**config.mk**
```make
export PLATFORM = sky130hd
export DESIGN_NAME = apb_xfer_ctrl
export DESIGN_NICKNAME = d
export VERILOG_FILES = /design/src/rtl/apb_bridge_pkg.sv /design/src/rtl/apb_addr_decode.sv /design/src/rtl/apb_xfer_ctrl.sv
export SDC_FILE = /design/constraint.sdc
export NUM_CORES = 1
export LEC_CHECK = 0
export BUFFER_PORTS_ARGS = -buffer_cell sky130_fd_sc_hd__buf_2
export CORE_AREA = 2 2 91 136
export CTS_CLUSTER_SIZE = 40
export DETAILED_ROUTE_END_ITERATION = 8
export DIE_AREA = 0 0 93 138
export PLACE_DENSITY = 0.84
export REMOVE_ABC_BUFFERS = 1
export SYNTH_ARGS = -nofsm -noshare
export SYNTH_HDL_FRONTEND = slang
export SYNTH_SLANG_ARGS = --single-unit
```
**constraint.sdc**
```tcl
create_clock -name Hclk -period 2.85 [get_ports Hclk]
set_input_delay 0.855 -clock Hclk [delete_from_list [all_inputs] [get_ports Hclk]]
set_output_delay 0.855 -clock Hclk [all_outputs]
set_load 0.1 [all_outputs]
```
**src/rtl/apb_bridge_pkg.sv**
```systemverilog
// ----------------------------------------------------------------------------
// apb_bridge_pkg
//  Shared definitions for the AHB-to-APB bridge sequencer.
//  Contents:
//    state_t                    - sequencer states
//    HRESP_OKAY / HRESP_ERROR   - AHB response encodings
//    DEF_WIDTH / DEF_SLAVES / DEF_SEL_LSB - default parameter values
// ----------------------------------------------------------------------------
package apb_bridge_pkg;

    localparam int DEF_WIDTH   = 32;
    localparam int DEF_SLAVES  = 3;
    localparam int DEF_SEL_LSB = 8;

    localparam logic HRESP_OKAY  = 1'b0;
    localparam logic HRESP_ERROR = 1'b1;

    typedef enum logic [2:0] {
        ST_IDLE   = 3'd0,
        ST_WWAIT  = 3'd1,
        ST_SETUP  = 3'd2,
        ST_ACCESS = 3'd3,
        ST_ERR1   = 3'd4,
        ST_ERR2   = 3'd5
    } state_t;

endpackage

```
**src/rtl/apb_addr_decode.sv**
```systemverilog
// ----------------------------------------------------------------------------
// apb_addr_decode
//  Combinational slave decode: turns the slave-index field of the address
//  into a one-hot select and a hit flag. Indices >= SLAVES select nothing.
//  Ports:
//    idx  in   IDXW    slave-index field taken from the address
//    sel  out  SLAVES  one-hot select (all zero on a miss)
//    hit  out  1       index addresses an existing slave
// ----------------------------------------------------------------------------
module apb_addr_decode #(
    parameter int SLAVES = 3,
    parameter int IDXW   = 2
) (
    input  logic [IDXW-1:0]   idx,
    output logic [SLAVES-1:0] sel,
    output logic              hit
);

    always_comb begin
        sel = '0;
        hit = 1'b0;
        for (int i = 0; i < SLAVES; i++) begin
            if (idx == IDXW'(i)) begin
                sel[i] = 1'b1;
                hit    = 1'b1;
            end
        end
    end

endmodule

```
**src/rtl/apb_xfer_ctrl.sv**
```systemverilog
// ----------------------------------------------------------------------------
// apb_xfer_ctrl
//  Bridge sequencer between the AHB slave front-end and the APB master output
//  stage. Takes one decoded AHB transfer at a time, selects the target APB
//  slave and runs the APB SETUP/ACCESS phases. Unmapped slave indices get a
//  two-cycle AHB ERROR response and never touch APB.
//
//  Build option: define APB_PREADY_EN to let Pready stretch the ACCESS phase;
//  without it Pready is ignored and ACCESS is always one cycle.
//
//  Handshake: Valid qualifies Haddr_in/Hwrite_in and is sampled only while
//  the sequencer is idle (Hreadyout=1, Hresp=0); in every other state it is
//  ignored. Hwdata_in is taken in the cycle after a write is accepted.
//  Hreadyout rising back to 1 marks completion (with Hrdata valid on reads);
//  a new Valid in that very cycle is accepted without a bubble.
//
//  Ports:
//    Hclk, Hresetn           clock, asynchronous active-low reset
//    Valid, Haddr_in,
//    Hwrite_in, Hwdata_in    AHB-side transfer request and write data
//    Prdata_in, Pready       APB-side read data and ready
//    Paddr_in, Pwrite_in,
//    Penable_in, Pwdata_in,
//    Pselx_in                APB outputs to the output stage (registered)
//    Hreadyout, Hresp,
//    Hrdata                  AHB response (registered)
//    fsm_state               current sequencer state, for observation
// ----------------------------------------------------------------------------
module apb_xfer_ctrl
    import apb_bridge_pkg::*;
#(
    parameter int WIDTH   = DEF_WIDTH,
    parameter int SLAVES  = DEF_SLAVES,
    parameter int SEL_LSB = DEF_SEL_LSB
) (
    input  logic              Hclk,
    input  logic              Hresetn,
    input  logic              Valid,
    input  logic [WIDTH-1:0]  Haddr_in,
    input  logic              Hwrite_in,
    input  logic [WIDTH-1:0]  Hwdata_in,
    input  logic [WIDTH-1:0]  Prdata_in,
    input  logic              Pready,
    output logic [WIDTH-1:0]  Paddr_in,
    output logic              Pwrite_in,
    output logic              Penable_in,
    output logic [WIDTH-1:0]  Pwdata_in,
    output logic [SLAVES-1:0] Pselx_in,
    output logic              Hreadyout,
    output logic              Hresp,
    output logic [WIDTH-1:0]  Hrdata,
    output state_t            fsm_state
);

    localparam int IDXW = (SLAVES > 1) ? $clog2(SLAVES) : 1;

    state_t            state;
    logic [WIDTH-1:0]  addr_q;
    logic [SLAVES-1:0] sel_q;
    logic [SLAVES-1:0] dec_sel;
    logic              dec_hit;
    logic              access_done;

    apb_addr_decode #(
        .SLAVES (SLAVES),
        .IDXW   (IDXW)
    ) u_decode (
        .idx (Haddr_in[SEL_LSB +: IDXW]),
        .sel (dec_sel),
        .hit (dec_hit)
    );

`ifdef APB_PREADY_EN
    assign access_done = Pready;
`else
    logic unused_pready;
    assign unused_pready = Pready;
    assign access_done   = 1'b1;
`endif

    assign fsm_state = state;

    // Outputs are loaded on the transition into a state, so the value of
    // 'state' always names the phase currently visible on the outputs.
    always_ff @(posedge Hclk or negedge Hresetn) begin
        if (!Hresetn) begin
            state      <= ST_IDLE;
            addr_q     <= '0;
            sel_q      <= '0;
            Paddr_in   <= '0;
            Pwrite_in  <= 1'b0;
            Penable_in <= 1'b0;
            Pwdata_in  <= '0;
            Pselx_in   <= '0;
            Hreadyout  <= 1'b1;
            Hresp      <= HRESP_OKAY;
            Hrdata     <= '0;
        end else begin
            case (state)
                ST_IDLE: begin
                    Hreadyout  <= 1'b1;
                    Hresp      <= HRESP_OKAY;
                    Pselx_in   <= '0;
                    Penable_in <= 1'b0;
                    if (Valid) begin
                        Hreadyout <= 1'b0;
                        if (!dec_hit) begin
                            Hresp <= HRESP_ERROR;
                            state <= ST_ERR1;
                        end else if (Hwrite_in) begin
                            // Write data arrives next cycle; hold the
                            // address phase internally until then.
                            addr_q <= Haddr_in;
                            sel_q  <= dec_sel;
                            state  <= ST_WWAIT;
                        end else begin
                            Paddr_in  <= Haddr_in;
                            Pwrite_in <= 1'b0;
                            Pselx_in  <= dec_sel;
                            state     <= ST_SETUP;
                        end
                    end
                end
                ST_WWAIT: begin
                    Pwdata_in <= Hwdata_in;
                    Paddr_in  <= addr_q;
                    Pwrite_in <= 1'b1;
                    Pselx_in  <= sel_q;
                    state     <= ST_SETUP;
                end
                ST_SETUP: begin
                    Penable_in <= 1'b1;
                    state      <= ST_ACCESS;
                end
                ST_ACCESS: begin
                    if (access_done) begin
                        Penable_in <= 1'b0;
                        Pselx_in   <= '0;
                        Hreadyout  <= 1'b1;
                        if (!Pwrite_in) begin
                            Hrdata <= Prdata_in;
                        end
                        state <= ST_IDLE;
                    end
                end
                ST_ERR1: begin
                    // Second ERROR cycle: ready rises while Hresp stays high.
                    Hreadyout <= 1'b1;
                    state     <= ST_ERR2;
                end
                ST_ERR2: begin
                    Hresp <= HRESP_OKAY;
                    state <= ST_IDLE;
                end
                default: begin
                    state <= ST_IDLE;
                end
            endcase
        end
    end

endmodule

```
==> results.md <==
- Outcome: complete, no violations
- Buffers on Ports: 205
- Number of CTS-inserted buffers: 17
- Layout cell share with drive strength beyond 1: 50.9%
- Reg2reg end: Pwdata_in[19]$_DFFE_PN0P_
- CP Class: reg -> out
- CTS Hold Bufs: 0
- Setup TNS: 0 ns
- Main combinational cell family by area after synthesis: multiplexers
- Initial DRC Count: 260
- Gpl congestion: 0.782
- Post-synth top area cell: dfrtp_1
- Synth Cell Area: 6260 um2
- Setup violators final: 0
- Post-Synth Adder-Cell Area: 0%
- Largest net degree at the start of global routing: 63
- Post-CTS Resized: 0
- Drt first pass iters: 4
- Synth warnings: 0
- Global-route wire length before repair: 26100 um
- Starting Density: 53.2%
- Slew @ Worst Pin: 0.718 ns
- Final period utilization: 89.5%
- Worst path slowest cell: dfrtp_2
- Max Slew Vio Count: 0
- Worst path max stage delay: 0.73 ns
- Clock Skew: 0.00631 ns
- CP top delay family: flip-flops
- Root Driver: clkbuf_16
- Post-synth top cells: dfrtp_1, mux2_2, clkbuf_1
- Postcts setup bufs: 0
- Clock sinks: 141
- RR Startpoint: fsm_state[0]$_DFFE_PN0P_
- DR vias: 4954
- Vias per cell: 5.84
- MaxCap Viol Count: 0
- CP arrival: 1.70 ns
- Antenna violations before repair: 0
- Max Root-Sink Buffers: 2
- Die Wd: 93 um
- GRT overflow: 0
- Crit path max fanout: 31
- Async S/R FF share, synth: 100%
- Fin nets: 783
- WL/cell: 19.2 um
- GRT Total Usage: 25.6%
- Worst slew margin: 52.0%
- Worst R2R Setup Slack: 0.81 ns
- Synth Area in Simple Gates: 10.4%
- Cell variety after synth: 35
- Post-synthesis mux area share: 19.6%
- Post-Syn Instances: 488
- #FFs+latches synth: 141
- Area delta synth->final: 29.3%
- Num rows: 49
- Number of flops mapped to enable cells by yosys: 0
- FF-to-FF path depth: 3
- DP Wirelength: 10700 um
- Clk slew on worst S/H paths: 0.06 ns
- Compound-gate portion of the synthesized area: 10.2%
- Worst-Skew Late Latency: 0.41 ns
- I/O pin cnt: 207
- Final min period: 2.55 ns
- CTS tree: yes
- Xor and xnor fraction of the mapped netlist area: 0%
- # fillers: 890
- # diodes: 0
- Antenna Nets Post-Route: 0
- Top cells by area in the synthesized netlist: dfrtp_1, mux2_2, mux2_4
- H-tree depth: 4
- DIE AREA: 12800 um2
- FMAX: 392 MHz
- Post-Route WL: 16300 um
- Die Ht: 138 um
- WP buf/inv: 1
- Vias in the first global route: 5337
- Unrepaired setup endpoints after global routing: false
- Top FF cell, synth: dfrtp_1
- Synth top area share: 55.9%
- Mean Syn Cell Area: 12.8 um2
- HP Class: in -> async
- Top-count cell post-synth: dfrtp_1
- Req. time, crit path: 2.00 ns
- Drt drc: 0
- Critical path capture point type: output pin
- Worst-path cell chain: buf_2
- Core area: 11800 um2
- Seq/Total Area, Yosys: 56.3%
- Startpoint Class: register
- Final Hold Fails: 0
[registers in the layout, summed over array words and instances (netlist names)]
name        cells
Penable_in      1
sel_q           3
Hreadyout       1
Pselx_in        3
Hresp           1
Pwdata_in      32
Paddr_in       32
Pwrite_in       1
Hrdata         32
addr_q         32
fsm_state       3
[per-stage QoR]
step | utilization (%) | hold WS (ns) | worst slack [ns] | area (um2) | std cells
floorplan | - | 0.473 | -2.14 | 6050 | 440
global placement | 63.6 | 0.475 | 0.570 | 7480 | 816
detailed placement | 63.6 | 0.480 | 0.555 | 7480 | 816
CTS | 68.8 | 0.439 | 0.284 | 8100 | 848
global route | 68.8 | 0.466 | 0.218 | 8100 | 848
finish | 68.8 | 0.422 | 0.299 | 8100 | 848
[logic make-up after synthesis]
kind of cell    after synthesis
buf+inv                      50
simple gates                117
mux                          99
compound gates               81
flops                       141
[cell usage in the layout, fill, tap and decap left out, types with 3 or more instances in the layout]
cell	count
buf_4	16
clkbuf_16	17
buf_2	202
o21ai_0	4
nor3_1	33
clkinvlp_4	4
mux2_2	63
mux2_1	6
inv_6	3
buf_12	4
dfrtp_1	139
nor2_1	33
and3_1	3
or4_1	30
o32ai_1	30
a221o_1	3
nand2_1	4
bufinv_16	4
mux2_4	30
a211oi_1	33
nand2b_1	3
clkinv_2	3
[worst max path at each step]
stage	cells past startpoint	slack (ns)	start	endpoint
floorplan	3	-2.14	fsm_state[0]$_DFFE_PN0P_	Hrdata[0]$_DFFE_PN0P_
global placement	5	0.57	Haddr_in[9]	addr_q[0]$_DFFE_PN0P_
detailed placement	5	0.55	Haddr_in[9]	addr_q[31]$_DFFE_PN0P_
CTS	1	0.28	fsm_state[0]$_DFFE_PN0P_	fsm_state[0]
global route	1	0.22	fsm_state[0]$_DFFE_PN0P_	fsm_state[0]
finish	1	0.30	fsm_state[0]$_DFFE_PN0P_	fsm_state[0]
[layout make-up]
cell class	count	area (um2)	share of cell area [%]
clock buffer	18	429	5.30
clock inverter	14	191	2.36
inverter	2	7.51	0.0927
multi-input combinational	297	2530	31.2
sequential	141	3530	43.6
tap	153	191	2.36
timing repair buffer	223	1220	15.1
[per-layer routing]
metal | up-vias | GRT usage [%] | share of wire, %
li1 | 2248 | - | -
met3 | 21 | 6.87 | 8.1
met1 | 2409 | 29.1 | 39
met2 | 276 | 45.0 | 52
met4 | 0 | 10.8 | 1.5
met5 | - | 0 | 0
Power is left out: the tool's default activity adds up to more than one toggle a clock period on the data nets, which glitch-free logic cannot reach.
